$ cat src/rtl/mem_stage.sv
// Memory pipeline stage: latches the execute bus, extracts and extends load data, flags ALE.
// Optional MEM_FWD_EN adds a forwarding bus and a load indicator for the decode bypass network.
module mem_stage #(
  parameter int ES_BUS_W = 174,
  parameter int WS_BUS_W = 169
) (
  input  logic                clk,
  input  logic                reset,
  input  logic                ws_allowin,
  output logic                ms_allowin,
  input  logic                es_to_ms_valid,
  input  logic [ES_BUS_W-1:0] es_to_ms_bus,
  input  logic [31:0]         data_sram_rdata,
  output logic                ms_to_ws_valid,
  output logic [WS_BUS_W-1:0] ms_to_ws_bus,
  output logic                mem_ex,
  output logic                out_ms_valid,
  input  logic                wb_ex,
  input  logic                wb_ertn
`ifdef MEM_FWD_EN
  ,
  output logic [37:0]         ms_fwd_bus,
  output logic                ms_is_load
`endif
);

  logic                ms_valid_q;
  logic                ms_valid_d;
  logic [ES_BUS_W-1:0] es_bus_q;
  logic [ES_BUS_W-1:0] es_bus_d;
  logic [31:0]         rdata_buf_q;
  logic [31:0]         rdata_buf_d;
  logic                rdata_buf_valid_q;
  logic                rdata_buf_valid_d;

  logic        ms_ready_go;
  logic        flush;
  logic [31:0] rj;
  logic [31:0] rkd;
  logic [33:0] csr_data;
  logic [4:0]  ld_op;
  logic        res_from_mem;
  logic        gr_we;
  logic [4:0]  dest;
  logic [31:0] result;
  logic [31:0] pc;
  logic        ld_b;
  logic        ld_h;
  logic        ld_w;
  logic        ld_bu;
  logic        ld_hu;
  logic [1:0]  addr_lo;
  logic [31:0] rdata;
  logic [7:0]  load_byte;
  logic [15:0] load_half;
  logic [31:0] load_value;
  logic [31:0] final_result;
  logic        ale;
  logic        gr_we_q;

  assign ms_ready_go    = 1'b1;
  assign flush          = wb_ex | wb_ertn;
  assign ms_allowin     = !ms_valid_q | (ms_ready_go & ws_allowin);
  assign ms_to_ws_valid = ms_valid_q & ms_ready_go;
  assign out_ms_valid   = ms_valid_q;

  assign {rj, rkd, csr_data, ld_op, res_from_mem, gr_we, dest, result, pc} = es_bus_q;
  assign {ld_b, ld_h, ld_w, ld_bu, ld_hu} = ld_op;
  assign addr_lo = result[1:0];

  always_comb begin
    ms_valid_d = ms_valid_q;
    if (flush) begin
      ms_valid_d = 1'b0;
    end else if (ms_allowin) begin
      ms_valid_d = es_to_ms_valid;
    end
  end

  assign es_bus_d = (es_to_ms_valid && ms_allowin) ? es_to_ms_bus : es_bus_q;

  // The SRAM output moves on as soon as execute issues its next address, so a
  // stalled entry must hold its data from the first valid cycle onward.
  always_comb begin
    rdata_buf_d       = rdata_buf_q;
    rdata_buf_valid_d = rdata_buf_valid_q;
    if (flush || (ms_valid_q && ws_allowin)) begin
      rdata_buf_valid_d = 1'b0;
    end else if (ms_valid_q && !ws_allowin && !rdata_buf_valid_q) begin
      rdata_buf_d       = data_sram_rdata;
      rdata_buf_valid_d = 1'b1;
    end
  end

  always_ff @(posedge clk) begin
    if (reset) begin
      ms_valid_q        <= 1'b0;
      rdata_buf_valid_q <= 1'b0;
    end else begin
      ms_valid_q        <= ms_valid_d;
      rdata_buf_valid_q <= rdata_buf_valid_d;
    end
  end

  always_ff @(posedge clk) begin
    es_bus_q    <= es_bus_d;
    rdata_buf_q <= rdata_buf_d;
  end

  assign rdata = rdata_buf_valid_q ? rdata_buf_q : data_sram_rdata;

  always_comb begin
    load_byte = rdata[7:0];
    case (addr_lo)
      2'd0: load_byte = rdata[7:0];
      2'd1: load_byte = rdata[15:8];
      2'd2: load_byte = rdata[23:16];
      2'd3: load_byte = rdata[31:24];
      default: load_byte = rdata[7:0];
    endcase
  end

  assign load_half = addr_lo[1] ? rdata[31:16] : rdata[15:0];

  always_comb begin
    load_value = rdata;
    if (ld_b) begin
      load_value = {{24{load_byte[7]}}, load_byte};
    end else if (ld_bu) begin
      load_value = {24'd0, load_byte};
    end else if (ld_h) begin
      load_value = {{16{load_half[15]}}, load_half};
    end else if (ld_hu) begin
      load_value = {16'd0, load_half};
    end
  end

  assign final_result = res_from_mem ? load_value : result;

  assign ale     = (ld_w & (addr_lo != 2'd0)) | ((ld_h | ld_hu) & addr_lo[0]);
  assign gr_we_q = gr_we & !ale;
  assign mem_ex  = ms_valid_q & (csr_data[33] | ale);

  assign ms_to_ws_bus = {rj, rkd, csr_data, ale, gr_we_q, dest, final_result, pc};

`ifdef MEM_FWD_EN
  assign ms_fwd_bus = {ms_valid_q & gr_we_q, dest, final_result};
  assign ms_is_load = ms_valid_q & res_from_mem;
`endif

endmodule
$ cat config.mk
export PLATFORM = sky130hd
export DESIGN_NAME = mem_stage
export DESIGN_NICKNAME = d
export VERILOG_FILES = /design/src/rtl/mem_stage.sv
export SDC_FILE = /design/constraint.sdc
export NUM_CORES = 1
export LEC_CHECK = 0
export ABC_AREA = 1
export BUFFER_PORTS_ARGS = -buffer_cell sky130_fd_sc_hd__buf_2
export CAP_MARGIN = 5
export CELL_PAD_IN_SITES_DETAIL_PLACEMENT = 1
export CELL_PAD_IN_SITES_GLOBAL_PLACEMENT = 1
export CORE_MARGIN = 5
export CORE_UTILIZATION = 40
export CTS_BUF_LIST = sky130_fd_sc_hd__clkbuf_4
export CTS_CLUSTER_SIZE = 24
export DETAILED_ROUTE_END_ITERATION = 8
export GPL_TIMING_DRIVEN = 0
export PLACE_DENSITY_LB_ADDON = 0.08
export RECOVER_POWER = 100
export SYNTH_ARGS = -nofsm -noshare
export SYNTH_HDL_FRONTEND = slang
export SYNTH_SLANG_ARGS = --single-unit
$ cat constraint.sdc
create_clock -name clk -period 14.6 [get_ports clk]
set_input_delay 2.19 -clock clk [delete_from_list [all_inputs] [get_ports clk]]
set_output_delay 2.19 -clock clk [all_outputs]
set_load 0.01 [all_outputs]
Word-level counts from Yosys, hierarchy flattened
Cells that the tools add are included.
- reduce and logical (&&, ||, !) cells: 14
- multiplexer cells: 8
- equality and inequality tests: 3
- bitwise logic cells: 10
- operators with widths (cell ; count):
    32-bit two-way mux ; 6
    8-bit one-hot mux with 4 select lines ; 1
    16-bit two-way mux ; 1
    1-bit bitwise OR ; 5
    1-bit bitwise AND ; 4
    2-bit equality test, second input constant ; 2
    1-bit logical AND ; 4
    1-bit zero test ; 4
    2-bit OR reduction ; 2
    2-bit by 1-bit equality test with 1-bit output, second input constant ; 1
    2-bit zero test ; 1
    2-bit AND reduction ; 1
    2-bit nonzero test ; 1
    1-bit logical OR ; 1
    1-bit NOT ; 1
- input bits: 212
- register bits after elaboration: 208
- output and inout port bits: 173

Longest topological paths before layout
Gate-level depths: netlist (run 1).
- word-level depth: 7
- depth in mapped cells: 13
- depth with buffers taken out: 11

Least setup slack after synthesis (run 1)
No wires, ideal clock.
- path type: input to register
- from: input port ws_allowin
- to: register es_bus_q[0], enable pin
- path slack: 4.372 ns
- data arrival time: 9.515 ns
- required time: 13.887 ns
- library setup time: 0.713 ns
- stages: 2
- cell sequence: nor2_1 -> nor2_1
- word-level cells in the longest chain between the ends: 2
- RTL lines (what ; RTL line ; RTL):
    start: declaration ; 9 ; input logic ws_allowin,
    1-bit bitwise OR ; 63 ; assign ms_allowin = !ms_valid_q | (ms_ready_go & ws_allowin);
    1-bit logical AND ; 80 ; assign es_bus_d = (es_to_ms_valid && ms_allowin) ? es_to_ms_bus : es_bus_q;
    end signal: assignment ; 106 ; es_bus_q <= es_bus_d;
    end: declaration ; 29 ; logic [ES_BUS_W-1:0] es_bus_q;
No other way between the ends.
A chain may end at the register's enable or synchronous reset.

Worst setup path after layout (run 1)
- from: input port ws_allowin
- to: register es_bus_q[119], enable pin
Same word-level chain as after synthesis.

==> results_dict.tcl, run 1 <==
set metrics [dict create \
    outcome "complete, but fails checks" \
    failed_checks "max-capacitance violations, max-slew violations" \
    yosys_warnings 0 \
    cts_resized 0 \
    async_flop_share_pct 0 \
    cp.arrival_ns 8.91 \
    yosys-top-cells-area "edfxtp_1 (68%), buf_4 (12%), nand2_1 (12%), o211ai_1 (1.6%), inv_1 (1.4%)" \
    grt_pass1_vias 7776 \
    hold_ws_ns 0.687 \
    die_area_mm2 0.0260 \
    power.density_mw_per_mm2 115 \
    htreeDepth 2 \
    power_leakage_uw 0.00531 \
    synth_top_family_by_area "buffers and inverters" \
    fp.dieW_um 161 \
    syn_area_per_cell_um2 11.7 \
    synthMuxAreaShare_pct 0 \
    final-instance-count-excl-fill 1556 \
    ctsHoldBuffers 0 \
    final_area_mm2 0.0119 \
    synth_area_mm2 0.00913 \
    synth_commonest_cells "nand2_1 (283), edfxtp_1 (206), buf_4 (142)" \
    die_h_um 161 \
    rsz0062_at_grt "false" \
    hp-class "flip-flop to flip-flop" \
    period_minus_slack_ns 8.66 \
    synth_top_area_share_pct 67.7 \
    cts_num_sinks 208 \
    post-dp-hpwl_um 21800 \
    synth_cell_type_count 27 \
    synth_compound_area_share_pct 2.79 \
    finalHoldViolations 0 \
    io_pins 385 \
    start_util_pct 40.5 \
    grt_overflow 0 \
    cp.required_ns 14.85 \
    vias 6993 \
    slew_headroom_pct -42.4 \
    clk_latency_ns 0.67 \
    fin_crit_sh_pct 59.3 \
    detail_route.vias_per_cell 4.49 \
    ir_drop_uv 62.7 \
    start_kind "input pin" \
    ys_seq_elements 208 \
    yosysSeqAreaShare_pct 68.2 \
    clkTransAtPathRegs_ns 0.06 \
    grt_pass1_wl_um 41900 \
    nets 1440 \
    crit_path_max_fanout 34 \
    slew_violations 162 \
    postRouteAntennaNets 0 \
    critPathCaptureType "flip-flop" \
    synthToLayoutAreaGrowth_pct 30.1 \
    wl_um 27500 \
    setup_viol_count_final 0 \
    setup_tns_ns 0 \
    maxCapViolCount 5 \
    cts_tree "yes" \
    remaining_drc_errors 0 \
    postCtsSetupRepairBufs 0 \
    grtUsageTotal_pct 20.8 \
    wire_per_inst_um 17.6 \
    antenna_found_initial 12 \
    fill_cells 2695 \
    synth_cells 779 \
    grt_max_degree 37 \
    drive_gt1_share_pct 35.5 \
    port_buffers 384 \
    core_area_mm2 0.0226 \
    clockBufferDepth 3 \
    synth_ff_type "edfxtp_1" \
    rows 55 \
    syn_nets 991 \
    synth-edff-count 206 \
    drt_iter0_markers 222 \
    placed_area_mm2 0.0116 \
    drt-pass1-iter-count 4 \
    synthSimpleGateAreaFrac_pct 14.2 \
    dp_cells 1455 \
    cts_buffers 56 \
    fin_worst_skew_ns 0.0526 \
    crit_type "input pin to flip-flop" \
    cts_root_buf "clkbuf_4" \
    synth.most_common_cell "nand2_1" \
    ff2ff_setup_slack_ns 7.21 \
    tightest_slew_ns 2.13 \
    yosysTopAreaCell "edfxtp_1" \
    max_freq_mhz 115 \
    synth_xor_xnor_area_share_pct 0 \
    synth-adder-area-share_pct 0 \
    place.gp.congestion 0.852 \
]
## report_power, final
group / switching (µW) / internal, µW / total [µW]
registers: 7.85 / 691 / 699
clock network: 232 / 269 / 501
logic: 93.9 / 70.8 / 165
total: 334 / 1030 / 1360
## worst paths after layout
path	startpoint	end	depth (start not counted)
hold / removal	ms_to_ws_valid$_SDFFE_PP0N_	rdata_buf_valid_q$_SDFFE_PP0P_	4
hold reg to reg	ms_to_ws_valid$_SDFFE_PP0N_	rdata_buf_valid_q$_SDFFE_PP0P_	4
setup / recovery	ws_allowin	es_bus_q[119]$_DFFE_PP_	7
setup reg to reg	ms_to_ws_valid$_SDFFE_PP0N_	es_bus_q[119]$_DFFE_PP_	7
## per-layer routing
metal	GRT usage, %	wire length [µm]
met3	8.83	2490
met5	0	115
met1	20.3	9110
met4	7.52	961
met2	39.1	14800
## critical path, stage by stage
cell      delay, ns
clkbuf_1       0.09
nor2_1         0.07
nor2_1         1.57
clkbuf_1       1.41
clkbuf_1       1.34
clkbuf_1       1.20
clkbuf_1       1.01
## sequential cells by signal, summed over array words and instances, names as in the netlist
register,flops
es_bus_q,174
rdata_buf_q,32
ms_to_ws_valid,1
rdata_buf_valid_q,1
## area by class of cell
| cell class | instances | area (µm²) | area share [%] |
|---|---|---|---|
| Sequential cell | 208 | 6230 | 52.4 |
| Buffer | 166 | 1200 | 10.1 |
| Inverter | 36 | 138 | 1.16 |
| Antenna cell | 4 | 10.0 | 0.0842 |
| Clock inverter | 10 | 43.8 | 0.368 |
| Tap cell | 285 | 357 | 3.00 |
| Timing Repair Buffer | 391 | 1720 | 14.4 |
| Multi-Input combinational cell | 369 | 1540 | 13.0 |
| Clock buffer | 87 | 653 | 5.49 |
## cell usage in the layout, fill, tap and decap left out, types with 2 or more instances in the layout
cell type  count
buf_2        203
inv_1         35
nand3_1       10
nor2_1        19
buf_6          5
or2_2          3
buf_4        136
clkinv_1       7
diode_2        4
a21oi_1        2
clkbuf_1     204
buf_1          3
edfxtp_1     206
nand2_1      284
o211ai_1      19
o21ai_1        4
o21ai_0       15
nand2_2        3
or2_0          2
dfxtp_1        2
clkbuf_4      93
## cell families (layout without fill, tap and decap cells)
logic type	after synthesis	count (layout)
flops	208	208
buf+inv	202	690
compound gates	41	41
other cells	0	4
simple gates	328	328
## per-stage QoR
| step | setup slack [ns] | total power [µW] | util [%] |
|---|---|---|---|
| after global routing | 5.25 | 1450 | 52.6 |
| final | 5.94 | 1360 | 52.7 |
| after global placement | 1.11 | 891 | 50.6 |
| after floorplan | 4.37 | 808 | - |
| after CTS | 9.00 | 1400 | 54.3 |
| after detailed placement | 9.01 | 891 | 51.2 |
Power figures use the tool's default switching activity.
==> run 2: changes to the inputs <==
--- a/config.mk
+++ b/config.mk
@@ -11,7 +11,7 @@
 export CELL_PAD_IN_SITES_DETAIL_PLACEMENT = 1
 export CELL_PAD_IN_SITES_GLOBAL_PLACEMENT = 1
 export CORE_MARGIN = 5
-export CORE_UTILIZATION = 40
+export CORE_UTILIZATION = 38
 export CTS_BUF_LIST = sky130_fd_sc_hd__clkbuf_4
 export CTS_CLUSTER_SIZE = 24
 export DETAILED_ROUTE_END_ITERATION = 8
==> constraint.sdc (replaced) <==
create_clock -name clk -period 8.6 [get_ports clk]
set_input_delay 1.29 -clock clk [delete_from_list [all_inputs] [get_ports clk]]
set_output_delay 1.29 -clock clk [all_outputs]
set_load 0.01 [all_outputs]
==> run 2 against run 1 <==
  * Clock power grew 74%
  * The run still ends with max-capacitance violations, max-slew violations left
  * Largest cell class unchanged
  * Clock skew down 0.025 ns
  * Power is 71% higher
  * Sequential cell count stayed put
==> results_dict.tcl, run 2 (synthesized netlist as in run 1, its figures left out) <==
set metrics [dict create \
    outcome "complete, but fails checks" \
    failed_checks "max-capacitance violations, max-slew violations" \
    clkTransAtPathRegs_ns 0.07 \
    drt-pass1-iter-count 4 \
    synthToLayoutAreaGrowth_pct 31.3 \
    reg2reg_depth 6 \
    place.gp.congestion 0.858 \
    postRouteAntennaNets 0 \
    htreeDepth 2 \
    grt_pass1_wl_um 40500 \
    period_minus_slack_ns 5.40 \
    drive_gt1_share_pct 36.0 \
    cts_buffers 56 \
    clk_latency_ns 0.66 \
    crit_cells 6 \
    grt_pass1_vias 7573 \
    antenna_found_initial 10 \
    clockBufferDepth 3 \
    crit_top_cell "clkbuf_1" \
    crit_type "input pin to flip-flop" \
    fin_crit_sh_pct 62.7 \
    rsz0062_at_grt "false" \
    finalHoldViolations 0 \
    slowest_delay_ns 1.43 \
    critPathCaptureType "flip-flop" \
    die_h_um 165 \
    final_cell_mix "nand2_1 (285), buf_2 (209), edfxtp_1 (206)" \
    largestRegisters "es_bus_q (174), rdata_buf_q (32)" \
    largest_reg_flops 174 \
    start_util_pct 38.8 \
    power_leakage_uw 0.00535 \
    setup_viol_count_final 0 \
    slew_violations 100 \
    crit_path_max_fanout 33 \
    grtUsageTotal_pct 19.5 \
    setup_tns_ns 0 \
    cp.required_ns 8.84 \
    die_area_mm2 0.0272 \
    start_kind "input pin" \
    max_freq_mhz 185 \
    nets 1442 \
    io_pins 385 \
    drt_iter0_markers 235 \
    fp.dieW_um 165 \
    rows 56 \
    hold_ws_ns 0.634 \
    cp_num_buf_inv 4 \
    ctsHoldBuffers 0 \
    grt_max_degree 35 \
    grt_overflow 0 \
    power_uw 2340 \
    hp-start "ms_to_ws_valid$_SDFFE_PP0N_" \
    postCtsSetupRepairBufs 0 \
    cts_tree "yes" \
    startpoint "ws_allowin" \
    maxCapViolCount 3 \
    hp-class "flip-flop to flip-flop" \
    fin_worst_skew_ns 0.0272 \
    wire_per_inst_um 16.9 \
    slowest_stage "clkbuf_1" \
    cp.arrival_ns 5.63 \
    cts_num_sinks 208 \
    remaining_drc_errors 0 \
    wl_um 27000 \
    vias 6925 \
    min_path_cells 3 \
    top_register "es_bus_q" \
    power.density_mw_per_mm2 195 \
    post-dp-hpwl_um 21500 \
    port_buffers 384 \
    slew_headroom_pct -26.7 \
    timing.rr.start "ms_to_ws_valid$_SDFFE_PP0N_" \
    fill_cells 2862 \
    cts_resized 0 \
    tightest_slew_ns 1.90 \
    path_cells "buf_2 -> nor2_1 -> nor2_1 -> clkbuf_1 -> clkbuf_1 -> clkbuf_1" \
    final_common_cell "nand2_1" \
    ir_drop_uv 127 \
    detail_route.vias_per_cell 4.34 \
    critPathTopFamily "buffers and inverters" \
    cts_root_buf "clkbuf_4" \
    core_area_mm2 0.0235 \
]
==> run 2: changes by cell type in the layout (fill, tap and decap cells not counted), sizes merged <==
cell / previous run / this run
buf: 347 / 354
diode: 4 / 6
clkbuf: 297 / 294
==> run 2: layout make-up <==
class	instances	area, µm²	area share [%]
inverters	36	138	1.15
clock buffers	89	668	5.57
clock inverters	10	47.5	0.397
multi-input cells	369	1540	12.9
diodes	6	15.0	0.125
flip-flops and latches	208	6230	51.9
plain buffers	166	1200	10.0
well taps	319	399	3.33
repair buffers	393	1750	14.6
==> run 2: worst register-to-register path, cell delays in order, from the launching register on <==
cell      delay, ns
dfxtp_1        0.35
inv_1          0.06
nor2_1         0.05
nor2_1         0.36
clkbuf_1       1.24
clkbuf_1       1.12
clkbuf_1       1.44
==> run 2: final timing paths <==
check / endpoint / slack [ns]
worst max-delay path: es_bus_q[164]$_DFFE_PP_ / 3.20
worst max register to register: es_bus_q[164]$_DFFE_PP_ / 3.53
worst min register to register: rdata_buf_valid_q$_SDFFE_PP0P_ / 0.63
worst min-delay path: rdata_buf_valid_q$_SDFFE_PP0P_ / 0.63
==> run 2: power breakdown <==
group | internal, µW | switching, µW
combinational | 122 | 156
sequential | 1170 | 12.9
clock | 467 | 405
total | 1760 | 574
==> run 2: routing by layer <==
layer	vias to the layer above	track usage (%)	wire length, µm
li1	3399	-	-
met3	61	8.56	2650
met2	264	36.2	14700
met4	10	7.03	646
met1	3191	19.0	8940
met5	-	0	56
==> run 2: metrics by stage <==
stage                     std cells  util (%)  setup slack [ns]  area (µm²)
after floorplan                 779         -              2.29        9140
after global placement         1482      48.7             0.208       11500
after detailed placement       1491      49.4              4.77       11600
after CTS                      1590      52.4              4.70       12300
after global routing           1595      50.9              2.94       12000
final                          1596      50.9              3.20       12000
